`config.mk`:
```
export PLATFORM = sky130hd
export DESIGN_NAME = mul_share_ctrl
export DESIGN_NICKNAME = d
export VERILOG_FILES = /design/src/rtl/mul_share_ctrl.sv
export SDC_FILE = /design/constraint.sdc
export NUM_CORES = 1
export LEC_CHECK = 0
export ABC_AREA = 1
export CAP_MARGIN = 5
export CORE_ASPECT_RATIO = 1.25
export CORE_UTILIZATION = 43
export DETAILED_ROUTE_END_ITERATION = 8
export PLACE_DENSITY_LB_ADDON = 0.3
export SYNTH_ARGS = -nofsm -noshare
export SYNTH_HDL_FRONTEND = slang
export SYNTH_SLANG_ARGS = --single-unit
```
`constraint.sdc`:
```
create_clock -name clk -period 1.7 [get_ports clk]
set_input_delay 0.34 -clock clk [delete_from_list [all_inputs] [get_ports clk]]
set_output_delay 0.34 -clock clk [all_outputs]
set_load 0.03 [all_outputs]
```
`src/rtl/mul_share_ctrl.sv`:
```
// Round-robin sequencer that time-shares one Multiplicador between two requesters.
// Drives the clear/start sequence, times completion by counter and returns the product.
module mul_share_ctrl #(
  parameter int unsigned SETUP_CYC = 2,
  parameter int unsigned MUL_LAT   = 16
) (
  input  logic        clk,
  input  logic        rst,
  input  logic        req0,
  input  logic [7:0]  a0,
  input  logic [7:0]  b0,
  input  logic        req1,
  input  logic [7:0]  a1,
  input  logic [7:0]  b1,
  output logic        done0,
  output logic        done1,
  output logic [15:0] res,
  output logic        res_neg,
  output logic        busy,
  output logic [7:0]  mul_a,
  output logic [7:0]  mul_b,
  output logic        mul_rst,
  output logic        mul_start,
  input  logic [15:0] mul_c,
  input  logic        mul_neg
);

  localparam int unsigned OP_W  = 8;
  localparam int unsigned RES_W = 16;
  localparam int unsigned CNT_W = 8;

  localparam logic [CNT_W-1:0] SETUP_LOAD = CNT_W'(SETUP_CYC - 1);
  localparam logic [CNT_W-1:0] RUN_LOAD   = CNT_W'(MUL_LAT - 1);

  typedef enum logic [2:0] {
    S_IDLE  = 3'd0,
    S_CLR   = 3'd1,
    S_SETUP = 3'd2,
    S_RUN   = 3'd3,
    S_CAP   = 3'd4,
    S_DONE  = 3'd5
  } state_e;

  state_e             state_q, state_d;
  logic [CNT_W-1:0]   cnt_q, cnt_d;
  logic               ptr_q, ptr_d;
  logic               owner_q, owner_d;
  logic [OP_W-1:0]    mul_a_q, mul_a_d;
  logic [OP_W-1:0]    mul_b_q, mul_b_d;
  logic               mul_rst_q, mul_rst_d;
  logic               mul_start_q, mul_start_d;
  logic [RES_W-1:0]   res_q, res_d;
  logic               res_neg_q, res_neg_d;
  logic               done0_q, done0_d;
  logic               done1_q, done1_d;
  logic               busy_q, busy_d;
  logic               grant_id;

  // Next-state and next-output logic; every output is the registered image of its _d.
  always_comb begin
    state_d     = state_q;
    cnt_d       = cnt_q;
    ptr_d       = ptr_q;
    owner_d     = owner_q;
    mul_a_d     = mul_a_q;
    mul_b_d     = mul_b_q;
    res_d       = res_q;
    res_neg_d   = res_neg_q;
    mul_rst_d   = 1'b0;
    mul_start_d = 1'b0;
    done0_d     = 1'b0;
    done1_d     = 1'b0;
    grant_id    = (req0 && req1) ? ptr_q : req1;

    unique case (state_q)
      S_IDLE: begin
        if (req0 || req1) begin
          state_d   = S_CLR;
          cnt_d     = '0;
          owner_d   = grant_id;
          ptr_d     = ~grant_id;
          mul_a_d   = grant_id ? a1 : a0;
          mul_b_d   = grant_id ? b1 : b0;
          mul_rst_d = 1'b1;
        end
      end
      S_CLR: begin
        state_d = S_SETUP;
        cnt_d   = SETUP_LOAD;
      end
      S_SETUP: begin
        if (cnt_q == '0) begin
          state_d     = S_RUN;
          cnt_d       = RUN_LOAD;
          mul_start_d = 1'b1;
        end else begin
          cnt_d = cnt_q - CNT_W'(1);
        end
      end
      S_RUN: begin
        if (cnt_q == '0) begin
          state_d = S_CAP;
          cnt_d   = '0;
        end else begin
          cnt_d       = cnt_q - CNT_W'(1);
          mul_start_d = 1'b1;
        end
      end
      S_CAP: begin
        // Product is sampled here so it is stable on res in the done cycle.
        state_d   = S_DONE;
        cnt_d     = '0;
        res_d     = mul_c;
        res_neg_d = mul_neg;
        done0_d   = ~owner_q;
        done1_d   = owner_q;
      end
      S_DONE: begin
        state_d = S_IDLE;
        cnt_d   = '0;
      end
      default: begin
        state_d = S_IDLE;
        cnt_d   = '0;
      end
    endcase

    busy_d = (state_d != S_IDLE);
  end

  // State and output registers with synchronous active-low reset.
  always_ff @(posedge clk) begin
    if (!rst) begin
      state_q     <= S_IDLE;
      cnt_q       <= '0;
      ptr_q       <= 1'b0;
      owner_q     <= 1'b0;
      mul_a_q     <= '0;
      mul_b_q     <= '0;
      mul_rst_q   <= 1'b1;
      mul_start_q <= 1'b0;
      res_q       <= '0;
      res_neg_q   <= 1'b0;
      done0_q     <= 1'b0;
      done1_q     <= 1'b0;
      busy_q      <= 1'b0;
    end else begin
      state_q     <= state_d;
      cnt_q       <= cnt_d;
      ptr_q       <= ptr_d;
      owner_q     <= owner_d;
      mul_a_q     <= mul_a_d;
      mul_b_q     <= mul_b_d;
      mul_rst_q   <= mul_rst_d;
      mul_start_q <= mul_start_d;
      res_q       <= res_d;
      res_neg_q   <= res_neg_d;
      done0_q     <= done0_d;
      done1_q     <= done1_d;
      busy_q      <= busy_d;
    end
  end

  assign done0     = done0_q;
  assign done1     = done1_q;
  assign res       = res_q;
  assign res_neg   = res_neg_q;
  assign busy      = busy_q;
  assign mul_a     = mul_a_q;
  assign mul_b     = mul_b_q;
  assign mul_rst   = mul_rst_q;
  assign mul_start = mul_start_q;

endmodule

```
==> reports/metrics.csv <==
stage,metric,value,unit
status,outcome,completed,
grt,first-pass GRT wire length,10000,um
routing,DRC Markers,0,
layout,fraction of layout cells with a size suffix above 1,13.8,%
worst_setup_path,R2R setup slack,0.23,ns
routing,final WL,5620,um
yosys,simple-gate share of the synthesized area,38.8,%
worst_setup_path,CP Cell Sequence,clkdlybuf4s50_1,
clocking,Worst-Skew Late Latency,0.30,ns
placed_design,GP Congestion,0.811,
worst_setup_path,crit-path leading delay family,buffers and inverters,
clocking,clock tree from TritonCTS,built,
yosys,post-synthesis sequential area ratio,44.8,%
worst_setup_path,CP required,1.36,ns
yosys,Synth Area per Inst,7.59,um^2
yosys,Cells after Synth,300,
timing,relative slew slack,76.7,%
worst_setup_path,Crit Path Max Fanout,2,
yosys,net count after synthesis,355,
routing,Avg WL per Cell,12.2,um
layout,"commonest non-fill, non-tap cell in the layout",clkdlybuf4s50_1,
placed_design,dpl ws,-0.0483,ns
yosys,largest family of logic cells by synthesized area,simple AND/OR/NAND/NOR gates,
timing,setup_tns,0,ns
clocking,CTS Buf Count,5,
worst_setup_path,CP max stage delay,0.68,ns
floorplanning,die area,5590,um^2
worst_setup_path,cell depth of the worst setup path,1,
yosys,Area contributors post-synth,"dfxtp_1, nand2_1, nand3_1, nor2_1, nand3_2",
routing,via count,2292,
routing,vias per cell,4.96,
clocking,CTS max path bufs,2,
timing,clock skew after layout,0.00421,ns
layout,Syn-to-layout area delta,53.2,%
worst_setup_path,CP Capture Point,res[9],
worst_setup_path,critical path class,reg -> out,
yosys,Synth Area in Adders,1.10,%
timing,RSZ-0062 raised after global routing,no,
clocking,Worst-path clk slew,0.09,ns
layout,Nets,454,
yosys,Compound-Gate Fraction of Synth Area,7.42,%
worst_setup_path,slowest CP cell,clkdlybuf4s50_1,
worst_hold_path,hold path start,owner_q$_SDFFE_PN0P_,
timing,worst slew pin tran,0.349,ns
grt,initial antenna violation count,0,
grt,pin count of the biggest net entering global routing,24,
worst_setup_path,Worst Setup End Kind,primary output,
worst_setup_path,Worst Path Arrival,1.33,ns
clocking,CTS H-tree depth,2,
floorplanning,num rows,29,
yosys,Yosys top cell area share,44.8,%
placed_design,hpwl dp,4230,um
timing,Fmax achieved,599,MHz
worst_setup_path,Buf/Inv on CP,1,
yosys,"Distinct cells, synth",27,
floorplanning,Initial Util,44.8,%
clocking,CTS sink cnt,51,
layout,most frequent cells in the layout,"clkdlybuf4s50_1, nand2_1, dfxtp_1",
grt,Tot GR Track Use,22.9,%
power_and_ir_drop,pwr/cell area,1440,nW/um^2
timing,Period minus WS final,1.67,ns
timing,setup ws final,0.0307,ns
worst_hold_path,worst hold path type,reg -> reg,
yosys,leading area contributor after synthesis,dfxtp_1,
yosys,mux share of post-synthesis cell area,0,%
clocking,clock root cell,clkbuf_8,
layout,diode count,0,
power_and_ir_drop,worst vdd ir,859,uV
power_and_ir_drop,leakage dissipation,1.83,nW
worst_setup_path,r2r startpoint,cnt_q[0]$_SDFFE_PN0P_,
timing,final cycle utilization of the critical path,98.2,%
timing,setup violators final,0,
routing,DRT antenna net count,0,
worst_hold_path,hold path cells,1,
routing,drt pass-1 iters,4,
yosys,Yosys warnings,0,
worst_setup_path,Critical R2R Capture,busy$_SDFF_PN0_,
timing,final hold vios,0,
worst_setup_path,R2R cell count,9,
placed_design,Port Buffer Count,90,
yosys,Synth Register Bits,51,
clocking,CTS Hold Bufs,0,
worst_setup_path,Critical Path Start Type,flop,
yosys,Post-Synth XOR/XNOR Area,0.769,%
floorplanning,num ports,91,
floorplanning,Die Wd,67.1,um
floorplanning,die height,83.4,um
grt,final global-route overflow total,0,
layout,fin util,68.7,%
floorplanning,core area,5080,um^2
timing,fin. max-slew vios,0,
flow_run,MaxCap Viol Count,0,
yosys,synthesized cell area,2280,um^2
routing,drt first-iter violations,92,
grt,vias in the first global route,2395,
clocking,Post-CTS Setup Inserts,0,
worst_setup_path,Critical path origin,res[9]$_SDFFE_PN0N_,
## kinds of logic (layout without fill, tap and decap cells)
family	count (synthesis)	count (layout)
XOR/XNOR	2	2
adder cells (fa/ha/maj)	2	2
buffers and inverters	37	137
flip-flops	51	51
AO/OA/AOI/OAI	32	32
AND/OR/NAND/NOR	176	176
## state kept, by name, summed over array words and instances, names as in the netlist
name / cells
res_neg: 1
mul_a: 8
cnt_q: 8
state_q: 3
mul_start: 1
busy: 1
done1: 1
ptr_q: 1
done0: 1
mul_b: 8
owner_q: 1
res: 16
mul_rst: 1
## repair_timing
action | CTS | global route
setup endpoints to repair | 2 | 24
hold endpoints to repair | 0 | 0
resized for setup | 2 | 24
## power by group
group          switching, mW  internal (mW)  total (mW)  leakage (nW)
clock network          0.402          0.371       0.773        0.0505
logic                   1.54           1.03        2.57          1.37
registers              0.184           1.49        1.67         0.416
## cells in the mapped netlist
master	instances
a21oi_1	7
a31oi_1	3
buf_1	1
buf_2	2
buf_4	1
buf_6	2
clkbuf_1	4
dfxtp_1	51
ha_1	2
inv_1	24
inv_2	3
nand2_1	63
nand2_2	12
nand2_4	2
nand3_1	35
nand3_2	10
nand4_1	3
nor2_1	44
nor2_4	3
nor2_8	1
nor3_1	1
nor3_4	2
o21ai_0	19
o22ai_1	2
o31ai_1	1
xnor2_1	1
xor2_1	1
## worst min path at each step
stage                  endpoint
5_1_grt        done0$_SDFF_PN0_
3_3_place_gp   done0$_SDFF_PN0_
6_report       done0$_SDFF_PN0_
3_5_place_dp   done0$_SDFF_PN0_
4_1_cts        done0$_SDFF_PN0_
2_1_floorplan  done0$_SDFF_PN0_
## metrics by stage
step / hold WS, ns / area [um^2] / total power [mW] / std cells
after floorplan: 0.393 / 2280 / 3.33 / 300
after global placement: 0.420 / 3320 / 4.20 / 454
after detailed placement: 0.420 / 3320 / 4.26 / 454
after CTS: 0.435 / 3430 / 5.05 / 462
after global routing: 0.474 / 3490 / 5.41 / 462
final: 0.439 / 3490 / 5.01 / 462
## per-layer routing
layer	track usage [%]	vias to the layer above	wire, um
li1	-	1164	-
met2	40.8	69	2970
met4	7.54	0	121
met3	7.55	13	365
met1	24.2	1046	2160
met5	0	-	0
## area by class of cell
class                   instances  area (um^2)
clock inverters                 1         7.51
repair buffers                102         1080
well taps                      62         77.6
flip-flops and latches         51         1020
fillers                       445         1590
clock buffers                   7         96.3
multi-input cells             212         1100
inverters                      27          101
Power figures use the tool's default switching activity.
